### src/rtl/uart_tx_arbiter.sv
// Round-robin, message-granular arbiter that shares one 8-N-1 byte
// transmitter between NREQ requesters. A grant is held from the first byte
// of a message through the byte flagged last, so messages never interleave.
// A watchdog revokes the grant when the holder stops presenting bytes.
module uart_tx_arbiter #(
  parameter int NREQ    = 4,
  parameter int TIMEOUT = 4096,
  parameter int TOW     = 13
) (
  input  logic              mclk,
  input  logic              reset,
  input  logic [NREQ-1:0]   req,
  input  logic [8*NREQ-1:0] req_data,
  input  logic [NREQ-1:0]   req_valid,
  input  logic [NREQ-1:0]   req_last,
  output logic [NREQ-1:0]   req_ack,
  output logic [NREQ-1:0]   grant,
  input  logic              tx_ready,
  output logic [7:0]        tx_data,
  output logic              tx_strobe,
  output logic              busy,
  output logic              timeout_evt
);

  localparam int IW = (NREQ > 1) ? $clog2(NREQ) : 1;

  typedef enum logic [1:0] {
    IDLE,
    WAIT_BYTE,
    SEND
  } state_t;

  state_t            state_q, state_d;
  logic [NREQ-1:0]   grant_q, grant_d;
  logic [IW-1:0]     gidx_q, gidx_d;
  logic [IW-1:0]     rr_q, rr_d;
  logic [TOW-1:0]    wdog_q, wdog_d;
  logic [1:0]        holdoff_q, holdoff_d;
  logic              last_q, last_d;
  logic [7:0]        tx_data_q, tx_data_d;
  logic              tx_strobe_q, tx_strobe_d;
  logic [NREQ-1:0]   req_ack_q, req_ack_d;
  logic              timeout_q, timeout_d;

  logic              arb_found;
  logic [IW-1:0]     arb_pick;
  logic [NREQ-1:0]   arb_onehot;
  logic              sel_req, sel_valid, sel_last;
  logic [7:0]        sel_data;
  logic [IW-1:0]     rr_next;
  logic              rel_grant;

  // Pointer that follows the current owner, used when the grant is released.
  assign rr_next = IW'((int'(gidx_q) + 1) % NREQ);

  // Round-robin pick: first requesting index found searching upward from rr_q.
  always_comb begin
    arb_found  = 1'b0;
    arb_pick   = '0;
    arb_onehot = '0;
    for (int i = 0; i < NREQ; i++) begin
      for (int j = 0; j < NREQ; j++) begin
        if (!arb_found && req[j] && (j == (int'(rr_q) + i) % NREQ)) begin
          arb_found     = 1'b1;
          arb_pick      = IW'(j);
          arb_onehot[j] = 1'b1;
        end
      end
    end
  end

  // Select the granted requester's signals through the one-hot grant mask.
  always_comb begin
    sel_req   = |(req & grant_q);
    sel_valid = |(req_valid & grant_q);
    sel_last  = |(req_last & grant_q);
    sel_data  = 8'h00;
    for (int i = 0; i < NREQ; i++) begin
      if (grant_q[i]) begin
        sel_data = sel_data | req_data[8*i +: 8];
      end
    end
  end

  // Next-state logic: arbitration, byte hand-off, watchdog and release.
  always_comb begin
    state_d     = state_q;
    grant_d     = grant_q;
    gidx_d      = gidx_q;
    rr_d        = rr_q;
    wdog_d      = wdog_q;
    holdoff_d   = (holdoff_q != 2'd0) ? holdoff_q - 2'd1 : 2'd0;
    last_d      = last_q;
    tx_data_d   = tx_data_q;
    tx_strobe_d = 1'b0;
    req_ack_d   = '0;
    timeout_d   = 1'b0;
    rel_grant   = 1'b0;

    case (state_q)
      IDLE: begin
        if (arb_found) begin
          grant_d = arb_onehot;
          gidx_d  = arb_pick;
          wdog_d  = '0;
          state_d = WAIT_BYTE;
        end
      end
      WAIT_BYTE: begin
        if (sel_valid && tx_ready && (holdoff_q == 2'd0)) begin
          tx_data_d   = sel_data;
          tx_strobe_d = 1'b1;
          req_ack_d   = grant_q;
          holdoff_d   = 2'd2;
          wdog_d      = '0;
          last_d      = sel_last;
          state_d     = SEND;
        end else if (!sel_valid && !sel_req) begin
          rel_grant = 1'b1;
        end else if (!sel_valid) begin
          if (wdog_q == TOW'(TIMEOUT - 1)) begin
            timeout_d = 1'b1;
            rel_grant = 1'b1;
          end else begin
            wdog_d = wdog_q + TOW'(1);
          end
        end
      end
      SEND: begin
        if (last_q) begin
          rel_grant = 1'b1;
        end else begin
          state_d = WAIT_BYTE;
        end
      end
      default: begin
        state_d = IDLE;
      end
    endcase

    if (rel_grant) begin
      grant_d = '0;
      state_d = IDLE;
      rr_d    = rr_next;
    end
  end

  // State and output registers; reset clears everything immediately.
  always_ff @(posedge mclk or posedge reset) begin
    if (reset) begin
      state_q     <= IDLE;
      grant_q     <= '0;
      gidx_q      <= '0;
      rr_q        <= '0;
      wdog_q      <= '0;
      holdoff_q   <= 2'd0;
      last_q      <= 1'b0;
      tx_data_q   <= 8'h00;
      tx_strobe_q <= 1'b0;
      req_ack_q   <= '0;
      timeout_q   <= 1'b0;
    end else begin
      state_q     <= state_d;
      grant_q     <= grant_d;
      gidx_q      <= gidx_d;
      rr_q        <= rr_d;
      wdog_q      <= wdog_d;
      holdoff_q   <= holdoff_d;
      last_q      <= last_d;
      tx_data_q   <= tx_data_d;
      tx_strobe_q <= tx_strobe_d;
      req_ack_q   <= req_ack_d;
      timeout_q   <= timeout_d;
    end
  end

  assign grant       = grant_q;
  assign req_ack     = req_ack_q;
  assign tx_data     = tx_data_q;
  assign tx_strobe   = tx_strobe_q;
  assign timeout_evt = timeout_q;
  assign busy        = (state_q != IDLE);

endmodule
### config.mk
export PLATFORM = sky130hd
export DESIGN_NAME = uart_tx_arbiter
export DESIGN_NICKNAME = d
export VERILOG_FILES = /design/src/rtl/uart_tx_arbiter.sv
export SDC_FILE = /design/constraint.sdc
export NUM_CORES = 1
export LEC_CHECK = 0
export CAP_MARGIN = 20
export CORE_MARGIN = 2
export CORE_UTILIZATION = 52
export CTS_BUF_LIST = sky130_fd_sc_hd__clkbuf_8
export DETAILED_ROUTE_END_ITERATION = 16
export PLACE_DENSITY_LB_ADDON = 0.25
export REMOVE_ABC_BUFFERS = 1
export SLEW_MARGIN = 5
export SYNTH_ARGS = -nofsm -noshare
export SYNTH_HDL_FRONTEND = slang
export SYNTH_SLANG_ARGS = --single-unit
### constraint.sdc
create_clock -name mclk -period 4.7 [get_ports mclk]
set_clock_uncertainty 0.1 [all_clocks]
set_input_delay 0.705 -clock mclk [delete_from_list [all_inputs] [get_ports mclk]]
set_output_delay 0.705 -clock mclk [all_outputs]
set_load 0.05 [all_outputs]
==> results.py <==
metrics = {
    "status": {
        "status": "complete, no violations",
    },
    "floorplan": {
        "dieHeight_um": 68.26,
        "dieArea_mm2": 0.004659,
        "core_area_mm2": 0.004000,
        "fp.dieW_um": 68.26,
        "initial_core_util_pct": 53.68,
        "ioPinCount": 66,
        "num_rows": 23,
    },
    "synthesis": {
        "synth_edf_count": 0,
        "synth-warning-count": 0,
        "synthFlopType": "dfrtp_1",
        "synth-simple-area-share_pct": 18.18,
        "synth_async_sr_flop_share_pct": 100.0,
        "synth_top_family_by_area": "compound AO/OA/AOI/OAI gates",
        "synth_area_mm2": 0.002147,
        "synth_compound_area_share_pct": 26.22,
        "syn_area_per_cell_um2": 9.458,
        "synth_seq_cells": 40,
        "synthXorXnorAreaFrac_pct": 0.4079,
        "synthMuxAreaShare_pct": 1.981,
        "ys_types": 44,
        "yosysSeqAreaShare_pct": 46.62,
        "synthCells": 227,
        "synthAdderAreaFrac_pct": 2.914,
    },
    "critical_path": {
        "cp.depth": 4,
        "critical_path.most_common_cell": "inv_1",
        "rr_worst_depth": 5,
        "cp_num_buf_inv": 3,
        "critPathLaunchType": "register",
        "rrSetupSlack_ps": 2130,
        "critPathCapture": "busy",
        "cp-end-kind": "primary output",
        "cp_slowest_stage_delay_ps": 810,
        "cp-startpoint": "state_q[0]",
        "path_delay_family": "buffers and inverters",
        "path_max_fanout": 9,
        "cp_cell_sequence": "inv_1 > ha_1 > inv_1 > clkdlybuf4s50_1",
        "required_ps": 3890,
        "crit_slowest_cell": "clkdlybuf4s50_1",
        "r2r_end": "wdog_q[10]",
        "worst-setup-path-type": "reg -> out",
        "arrival_ps": 2060,
        "rr_startpoint": "grant[1]",
    },
    "route": {
        "vias": 2062,
        "drtAntennaViolNets": 0,
        "drt_pre_antenna_iters": 6,
        "drc": 0,
        "vias_per_cell": 6.047,
        "drt-initial-drc-count": 84,
        "drt-total-wl_um": 5549,
        "wl_per_cell_um": 16.27,
    },
    "place": {
        "finalWeightedCongestion": 0.8807,
        "dp_cells": 333,
        "numPortBuffers": 65,
        "hpwl_um": 4013,
        "place_ws_ps": 1602,
        "post_dp_cell_area_mm2": 0.002826,
    },
    "global_route": {
        "track_usage_pct": 26.04,
        "grt_max_degree": 41,
        "grt_pass1_vias": 1970,
        "grt.overflow.total": 0,
        "grt_pass1_wl_um": 8845,
        "grt_antenna_before_repair": 0,
    },
    "sta": {
        "holdWs_ps": 359.5,
        "drv_slew": 0,
        "fin_tns_setup_ps": 0,
        "setup_viol": 0,
        "hold_viol_final": 0,
        "worstMarginPinSlew_ps": 848.5,
        "final.min_clock_period_ps": 2862,
        "rsz0062_at_grt": "no",
        "setup_ws_ps": 1838,
        "slew_headroom_pct": 42.54,
        "period_share_pct": 60.88,
        "max_freq_mhz": 349.5,
    },
    "clocking": {
        "clkTransAtPathRegs_ps": 80,
        "cts-root-buf": "clkbuf_8",
        "cts_tree": "done",
        "cts_made_buffers": 5,
        "clk_latency_ps": 290,
        "ctsHoldBuffers": 0,
        "cts_setup_buffers": 0,
        "cts_resized": 0,
        "cts_buffer_depth": 2,
        "h-tree-depth": 2,
        "cts.sinks": 40,
    },
    "cells_and_area": {
        "syn_to_final_growth_pct": 36.83,
        "multiInputGateArea_mm2": 0.001067,
        "fin_nets": 342,
        "final_cell_mix": "65 x clkdlybuf4s50_1, 40 x dfrtp_1, 25 x nor2_1",
        "drive_gt1_share_pct": 5.155,
        "fin_area_mm2": 0.002938,
        "post-route-util_pct": 73.44,
        "n_fill_cell": 304,
        "ff_latch_area_mm2": 0.001001,
        "antennaDiodeCount": 0,
        "layoutNonFillerInstCount": 341,
        "final_common_cell": "clkdlybuf4s50_1",
    },
    "worst_hold_path": {
        "hp-start": "holdoff_q[0]",
        "hold_class": "reg -> reg",
    },
    "run": {
        "drv_cap": 0,
    },
    "power_and_ir_drop": {
        "power.total_mw": 1.798,
        "peakVddDrop_uv": 383.5,
        "powerDensity_mw_per_mm2": 612.1,
        "p_leak_nw": 1.232,
    },
}
[area by class of cell]
| class | count | area share, % |
|---|---|---|
| clock inverter | 3 | 1.448 |
| timing repair buffer | 67 | 22.66 |
| tap | 50 | 2.129 |
| clock buffer | 5 | 2.342 |
| inverter | 8 | 1.022 |
| sequential | 40 | 34.07 |
| multi-input combinational | 168 | 36.33 |
[report_power, final]
part           leakage (nW)  switching (mW)  internal [mW]
Combinational         0.661           0.594          0.358
Clock                0.0541           0.122          0.157
Sequential            0.516           0.125          0.443
[synthesized netlist by cell type, types with 5 or more instances]
master / n / area share (%)
dfrtp_1: 40 / 47
nor2_1: 25 / 4.4
a22oi_1: 18 / 6.3
nand2_1: 14 / 2.4
a21oi_1: 13 / 3.0
a31oi_1: 11 / 3.2
clkbuf_1: 10 / 1.7
a22o_1: 9 / 3.7
inv_1: 8 / 1.4
o211ai_1: 8 / 2.8
nand3_1: 6 / 1.4
and2_1: 5 / 1.5
ha_1: 5 / 2.9
nor2b_1: 5 / 1.5
o21ai_0: 5 / 1.2
[cell families (layout without fill, tap and decap cells)]
kind of cell | Yosys count | in the layout
buf+inv | 19 | 83
fa+ha+maj | 5 | 5
mux | 4 | 4
simple gates | 78 | 78
xor+xnor | 1 | 1
compound gates | 80 | 80
flops | 40 | 40
[metal layers]
metal	wire length [um]	GRT usage, %
met5	0	0
met4	128	10.00
met3	312	6.908
met2	2864	45.02
met1	2243	30.75
[worst reg2reg max path, cell delays in order, from the launching register on]
cell      delay (ps)
dfrtp_1          600
a22o_1           320
or2_1            240
o311ai_1         750
o211ai_1         180
a22o_1           270
[how the worst min path moves through the flow]
stage	end	slack, ps	depth (start not counted)
2_1_floorplan	timeout_evt	320	1
3_3_place_gp	holdoff_q[0]	350	1
3_5_place_dp	holdoff_q[0]	350	1
4_1_cts	holdoff_q[0]	370	1
5_1_grt	holdoff_q[0]	390	1
6_report	holdoff_q[0]	360	1
[sequential cells by signal (all words and copies together), names as in the netlist]
register / flops
wdog_q: 13
tx_data: 8
grant: 4
req_ack: 4
gidx_q: 2
holdoff_q: 2
rr_q: 2
state_q: 2
last_q: 1
timeout_evt: 1
tx_strobe: 1
(Power assumes the default switching activity.)
